<file path="src/rtl/shift_sched.sv">
// rtl/shift_sched.sv - round-robin scheduler feeding one shift_reg from two frame producers
// Optional periodic re-send of the last frame: define SHIFT_SCHED_REFRESH_EN.
module shift_sched #(
    parameter int WIDTH          = 48,
    parameter int TIMEOUT        = 4096,
    parameter int REFRESH_CYCLES = 1000000
) (
    input  logic             clk_i,
    input  logic             rst_i,
    input  logic             req_a_i,
    input  logic [WIDTH-1:0] data_a_i,
    input  logic             req_b_i,
    input  logic [WIDTH-1:0] data_b_i,
    output logic             ack_a_o,
    output logic             ack_b_o,
    output logic             sr_start_o,
    output logic [WIDTH-1:0] sr_data_o,
    input  logic             sr_latch_i,
    output logic             busy_o,
    output logic             err_o
);
    localparam int CNT_W = $clog2(TIMEOUT);

    typedef enum logic [1:0] {S_IDLE, S_START, S_WAIT_LATCH, S_DONE} state_t;
    typedef enum logic [1:0] {OWN_A, OWN_B, OWN_REFRESH} owner_t;

    state_t             state_q, state_d;
    owner_t             owner_q, owner_d;
    logic               last_b_q, last_b_d;
    logic [WIDTH-1:0]   data_q, data_d;
    logic [CNT_W-1:0]   cnt_q, cnt_d;
    logic               err_q, err_d;
    logic               latch_prev_q;

    logic grant_a, grant_b, grant_r, refresh_due, latch_edge;

    assign latch_edge = sr_latch_i && !latch_prev_q;

    // Contention goes to whoever was not granted last; refresh only fills a fully idle slot.
    always_comb begin
        grant_a = 1'b0;
        grant_b = 1'b0;
        grant_r = 1'b0;
        if (state_q == S_IDLE) begin
            if (req_a_i && req_b_i) begin
                grant_a = last_b_q;
                grant_b = !last_b_q;
            end else begin
                grant_a = req_a_i;
                grant_b = req_b_i;
                grant_r = refresh_due && !req_a_i && !req_b_i;
            end
        end
    end

    always_comb begin
        state_d  = state_q;
        owner_d  = owner_q;
        last_b_d = last_b_q;
        data_d   = data_q;
        cnt_d    = cnt_q;
        err_d    = err_q;
        case (state_q)
            S_IDLE: begin
                if (grant_a) begin
                    state_d  = S_START;
                    owner_d  = OWN_A;
                    last_b_d = 1'b0;
                    data_d   = data_a_i;
                end else if (grant_b) begin
                    state_d  = S_START;
                    owner_d  = OWN_B;
                    last_b_d = 1'b1;
                    data_d   = data_b_i;
                end else if (grant_r) begin
                    state_d  = S_START;
                    owner_d  = OWN_REFRESH;
                end
            end
            S_START: begin
                cnt_d   = '0;
                state_d = S_WAIT_LATCH;
            end
            S_WAIT_LATCH: begin
                if (latch_edge) begin
                    state_d = S_DONE;
                end else if (cnt_q == CNT_W'(TIMEOUT - 1)) begin
                    state_d = S_IDLE;
                    err_d   = 1'b1;
                end else begin
                    cnt_d = cnt_q + CNT_W'(1);
                end
            end
            S_DONE: begin
                state_d = S_IDLE;
            end
            default: begin
                state_d = S_IDLE;
            end
        endcase
    end

    always_ff @(posedge clk_i or posedge rst_i) begin
        if (rst_i) begin
            state_q      <= S_IDLE;
            owner_q      <= OWN_A;
            last_b_q     <= 1'b1;
            data_q       <= '0;
            cnt_q        <= '0;
            err_q        <= 1'b0;
            latch_prev_q <= 1'b0;
        end else begin
            state_q      <= state_d;
            owner_q      <= owner_d;
            last_b_q     <= last_b_d;
            data_q       <= data_d;
            cnt_q        <= cnt_d;
            err_q        <= err_d;
            latch_prev_q <= sr_latch_i;
        end
    end

`ifdef SHIFT_SCHED_REFRESH_EN
    localparam int IDLE_W = $clog2(REFRESH_CYCLES + 1);

    logic [IDLE_W-1:0] idle_cnt_q, idle_cnt_d;
    logic              frame_valid_q, frame_valid_d;

    // No refresh until some frame has actually been latched since reset.
    assign refresh_due = frame_valid_q && (idle_cnt_q == IDLE_W'(REFRESH_CYCLES - 1));

    always_comb begin
        idle_cnt_d    = idle_cnt_q;
        frame_valid_d = frame_valid_q;
        if (state_q == S_DONE) begin
            frame_valid_d = 1'b1;
        end
        if (state_q == S_IDLE) begin
            if (grant_a || grant_b || grant_r) begin
                idle_cnt_d = '0;
            end else if (frame_valid_q) begin
                idle_cnt_d = idle_cnt_q + IDLE_W'(1);
            end
        end
    end

    always_ff @(posedge clk_i or posedge rst_i) begin
        if (rst_i) begin
            idle_cnt_q    <= '0;
            frame_valid_q <= 1'b0;
        end else begin
            idle_cnt_q    <= idle_cnt_d;
            frame_valid_q <= frame_valid_d;
        end
    end
`else
    // Purely request-driven; the term keeps REFRESH_CYCLES referenced and is always 0.
    assign refresh_due = (REFRESH_CYCLES < 0);
`endif

    assign sr_start_o = (state_q == S_START);
    assign sr_data_o  = data_q;
    assign busy_o     = (state_q != S_IDLE);
    assign ack_a_o    = (state_q == S_DONE) && (owner_q == OWN_A);
    assign ack_b_o    = (state_q == S_DONE) && (owner_q == OWN_B);
    assign err_o      = err_q;

endmodule

</file>
<file path="config.mk">
export PLATFORM = sky130hd
export DESIGN_NAME = shift_sched
export DESIGN_NICKNAME = d
export VERILOG_FILES = /design/src/rtl/shift_sched.sv
export SDC_FILE = /design/constraint.sdc
export NUM_CORES = 1
export LEC_CHECK = 0
export BUFFER_PORTS_ARGS = -buffer_cell sky130_fd_sc_hd__buf_4
export CORE_MARGIN = 1
export CORE_UTILIZATION = 50
export DETAILED_ROUTE_END_ITERATION = 6
export GPL_TIMING_DRIVEN = 0
export PLACE_DENSITY = 0.92
export SETUP_SLACK_MARGIN = 0.15
export SLEW_MARGIN = 25
export SYNTH_ARGS = -nofsm -noshare
export SYNTH_HDL_FRONTEND = slang
export SYNTH_SLANG_ARGS = --single-unit
</file>
<file path="constraint.sdc">
create_clock -name clk_i -period 3.3 [get_ports clk_i]
set_input_delay 0.66 -clock clk_i [delete_from_list [all_inputs] [get_ports clk_i]]
set_output_delay 0.66 -clock clk_i [all_outputs]
set_load 0.02 [all_outputs]
</file>
# == After elaboration in Yosys (flattened, before gate mapping) ==
# Cells that the tools add are included.
# totals
ff_bits,67
latch_bits,0
ramBits,0
mem_bits_ro,0
output_inout_bits,53
wordCells,50
n_memories,0
# op_classes
add_sub_neg,1
n_mul,0
n_div,0
n_lt_le_gt_ge,0
n_eq_ne,9
shift,0
n_mux,17
bitwise,1
n_reduce_logical,15
# ops
op,n
$mux W48,2
$mux W12,2
$pmux W12 S2,1
$add A12 B1 Y12 const B,1
$eq A12 B12 Y1 const B,1
$mux W2,5
$pmux W2 S4,1
$mux W1,6
$ne A3 B3 Y1 const B,2
$reduce_and A3 Y1,2
$reduce_bool A2 Y1,3
$eq A2 B1 Y1 const B,2
$eq A2 B2 Y1 const B,2
$logic_and A1 B1 Y1,4
$logic_not A2 Y1,2
$ne A2 B2 Y1 const B,2
$reduce_and A2 Y1,2
$logic_not A1 Y1,2
$not A1 Y1,1

# == Longest topological paths before layout ==
# depth
word_depth,6
mapped_depth,8
mapped_depth_nobuf,6

# == Worst setup path before layout ==
# No wires, ideal clock.
# synth_timing
path_kind,reg2reg
start,register state_q[0]
end,register data_q[34] (netlist: sr_data_o[34])
arrival_ps,1732
required_time_ps,3164
path_slack_ps,1432
stages_incl_launch_ff,9
path_cell_list,dfrtp_1 -> inv_1 -> ha_1 -> nand2_1 -> a21oi_1 -> buf_2 -> buf_4 -> mux2i_1 -> o21ai_0
# synth_between
elab_chain_cells,4
# synth_lines
element,line_no,source
"start, declared",27,"state_t state_q, state_d;"
"start signal, assigned",113,state_q <= state_d;
$logic_not A2 Y1 *,"44, 63",
$mux W1,44,if (state_q == S_IDLE) begin
$reduce_bool A2 Y1 (no line),-,
$reduce_and A2 Y1 (no line),-,
"end signal, assigned",116,data_q <= data_d;
"end, declared",30,"logic [WIDTH-1:0] data_q, data_d;"
# Mark *: on every way between the ends. The rest lies on a longest branch, timed or not.
# A chain may end at the register's enable or synchronous reset.

# == Final worst setup path ==
# layout_timing
start,register state_q[1]
end,register data_q[47] (netlist: sr_data_o[47])
# Same word-level chain as after synthesis.

==> results.py <==
metrics = {
    "run_status": {
        "status": "finished clean",
    },
    "drt": {
        "wl_per_cell_microns": 16.4,
        "drc": 0,
        "drt_pass1_iterations": 4,
        "ant_nets": 0,
        "wirelength_microns": 9310,
        "viasPerCell": 5.64,
        "drt_iter0_markers": 267,
        "vias": 3200,
    },
    "finish": {
        "multiInputGateArea_sq_um": 1450,
        "drive_above_1_share_pct": 36.2,
        "n_fill_cell": 405,
        "area_delta_synth_final_pct": 45.3,
        "nNetsFinal": 595,
        "diodes": 0,
        "regArea_sq_um": 1650,
    },
    "sta": {
        "setup-tns-final_ps": 0,
        "fin_worst_skew_ps": 8.40,
        "period_minus_slack_ps": 2390,
        "setup_viol": 0,
        "relSlewSlack_pct": 45.5,
        "rsz0062_at_grt": "false",
        "fin_hold_ws_ps": 254,
        "hold_violations": 0,
        "worstMarginPinSlew_ps": 809,
        "max_freq_mhz": 418,
        "maxSlewViolCount": 0,
        "fin_crit_sh_pct": 72.6,
    },
    "run": {
        "drv_cap": 0,
    },
    "cts": {
        "cts_tree": "done",
        "hold_buffers": 0,
        "cts.sinks": 66,
        "insertion_delay_ps": 340,
        "clock_path_buffers": 2,
        "root_buffer": "clkbuf_8",
        "clkTransAtPathRegs_ps": 70,
        "cts_setup_buffers": 0,
        "cts_htree_levels": 3,
        "post_cts_resized": 0,
        "cts_buffers": 9,
    },
    "critical_path": {
        "crit_fanout": 10,
        "cp_cell_sequence": "inv_1 > ha_1 > nand2_1 > a21oi_1 > buf_2 > buf_4 > mux2i_1 > o21ai_0",
        "critical_path_arrival_ps": 2590,
        "max_stage_delay_ps": 420,
        "endpoint_kind": "flip-flop",
        "worstPathRequired_ps": 3490,
        "path_class": "flip-flop to flip-flop",
        "start_kind": "flip-flop",
        "slowest_stage": "dfrtp_1",
    },
    "synth": {
        "synth_area_sq_um": 3230,
        "avgSynthCellArea_sq_um": 9.97,
        "yosysSeqAreaShare_pct": 51.2,
        "syn_inst": 324,
        "yosysUniqueCellTypes": 41,
        "synth_top_area_cell": "dfrtp_1",
        "ys_ff_latch": 66,
        "synth.yosys.warnings": 0,
        "synth_nets": 430,
        "synth.top_cell.area_share_pct": 50.4,
        "synthTopCellsByArea": "dfrtp_1 50%, mux2i_1 15%, o21ai_0 7.9%, nand2_1 7.2%, ha_1 1.9%",
    },
    "floorplanning": {
        "ios": 154,
        "die_w_microns": 82.4,
        "die_area_sq_um": 6780,
        "fp-row-count": 28,
        "die_y_microns": 82.4,
        "start_util_pct": 53.3,
        "design.core.area_sq_um": 6060,
    },
    "power": {
        "p_per_area_nw_per_um2": 853,
        "p_leak_nw": 2.26,
        "ir_worst_vdd_v": 0.000516,
    },
    "min_path": {
        "hold_class": "input pin to asynchronous set/reset pin",
    },
    "placement": {
        "place_hpwl_microns": 7310,
        "gp_congestion": 0.874,
        "numPortBuffers": 153,
    },
    "global_route": {
        "grt_pass1_vias": 3065,
        "grt_antenna_before_repair": 0,
        "grt_pass1_wl_microns": 14300,
        "grt.overflow.total": 0,
        "track_usage_pct": 28.8,
        "grt_start_max_net_pins": 52,
    },
}
==> final cells by class <==
type	count	area share, %
clock inverters	3	0.853
repair buffers	154	25.1
inverters	11	0.933
well taps	75	2.00
multi-input cells	228	31.0
clock buffers	11	3.23
plain buffers	19	1.73
flip-flops and latches	66	35.2
==> synth_stat cells <==
cell and n:
a211oi_1 3, a21oi_1 5, a22o_1 1, a2bb2oi_1 1, a311oi_1 1, a31o_2 1, a31oi_1 1, a32o_1 1
a41o_1 1, a41oi_1 2, and2_1 2, and3_1 1, and4_1 2, buf_2 5, buf_4 1, clkbuf_1 13
dfrtp_1 65, dfstp_2 1, ha_1 5, inv_1 11, mux2i_1 48, nand2_1 62, nand2b_1 1, nand3_1 8
nand4_2 1, nor2_1 6, nor2b_1 2, nor3_1 2, nor3b_1 1, nor4_1 1, o211ai_1 3, o21ai_0 51
o21ai_1 1, o22a_1 1, o311ai_0 3, o311ai_1 1, o31ai_1 1, o41a_1 1, o41ai_1 2, or3_1 2
or4_1 3
==> final timing paths <==
| check | startpoint | end | slack, ps | cells after the start |
|---|---|---|---|---|
| min reg2reg | err_o$_DFFE_PP0P_ | err_o$_DFFE_PP0P_ | 480 | 1 |
| min in group clk_i | sr_latch_i | latch_prev_q$_DFF_PP0_ | 450 | 1 |
| max | state_q[1]$_DFFE_PP0P_ | sr_data_o[47]$_DFFE_PP0P_ | 910 | 8 |
| max in group asynchronous | rst_i | last_b_q$_DFFE_PP1P_ | 2490 | 3 |
| min | rst_i | sr_data_o[38]$_DFFE_PP0P_ | 250 | 2 |
| max reg2reg | state_q[1]$_DFFE_PP0P_ | sr_data_o[47]$_DFFE_PP0P_ | 910 | 8 |
==> sequential cells by signal, indices dropped and copies added (netlist names) <==
register and count:
latch_prev_q 1, owner_q 1, sr_data_o 48, err_o 1
state_q 2, cnt_q 12, last_b_q 1
==> per-layer routing <==
metal / vias up / GRT usage (%) / share of wire [%]
met5: - / 0 / 0
met2: 167 / 50.2 / 52
li1: 1477 / - / -
met4: 0 / 16.7 / 4.6
met3: 41 / 7.58 / 6.9
met1: 1515 / 31.6 / 36
==> where the power goes <==
group	internal, mW	switching, mW
Sequential	1.14	0.202
Clock	0.379	0.291
Combinational	0.787	1.21
Total	2.30	1.70
==> per-stage QoR <==
stage,util [%],cells,setup WS (ps),cell area [sq um],total power [mW]
3_3_place_gp,73.8,552,247,4470,3.23
6_report,77.4,567,905,4690,4.00
3_5_place_dp,74.3,553,878,4500,3.35
2_1_floorplan,-,324,987,3230,2.44
4_1_cts,77.4,567,889,4690,4.01
5_1_grt,77.4,567,729,4690,4.25
==> layout by cell type, fill, tap and decap left out, drive strengths merged, types with 5 or more instances in the layout <==
cell    netlist  layout
buf           6     160
dfrtp        65      65
nand2        62      62
o21ai        52      52
mux2i        48      48
clkbuf       13      24
inv          11      11
nand3         8       8
nor2          6       6
a21oi         5       5
ha            5       5
==> worst max-delay path: cells and delay by family, from the launching register on <==
kind | cells | cell delay (ps)
flip-flops | 1 | 420
AO/OA/AOI/OAI | 2 | 430
adder cells (fa/ha/maj) | 1 | 270
multiplexers | 1 | 230
buffers and inverters | 3 | 810
AND/OR/NAND/NOR | 1 | 100
==> cell families after synthesis <==
family	after synthesis	synth area share, %
buffers and inverters	30	3.80
and+or+nand+nor	94	13.1
adders and majority gates	5	1.94
DFF	66	51.2
AOI/OAI and AO/OA	81	15.1
muxes	48	14.9
Note: power is estimated with default switching activity, not from simulation.
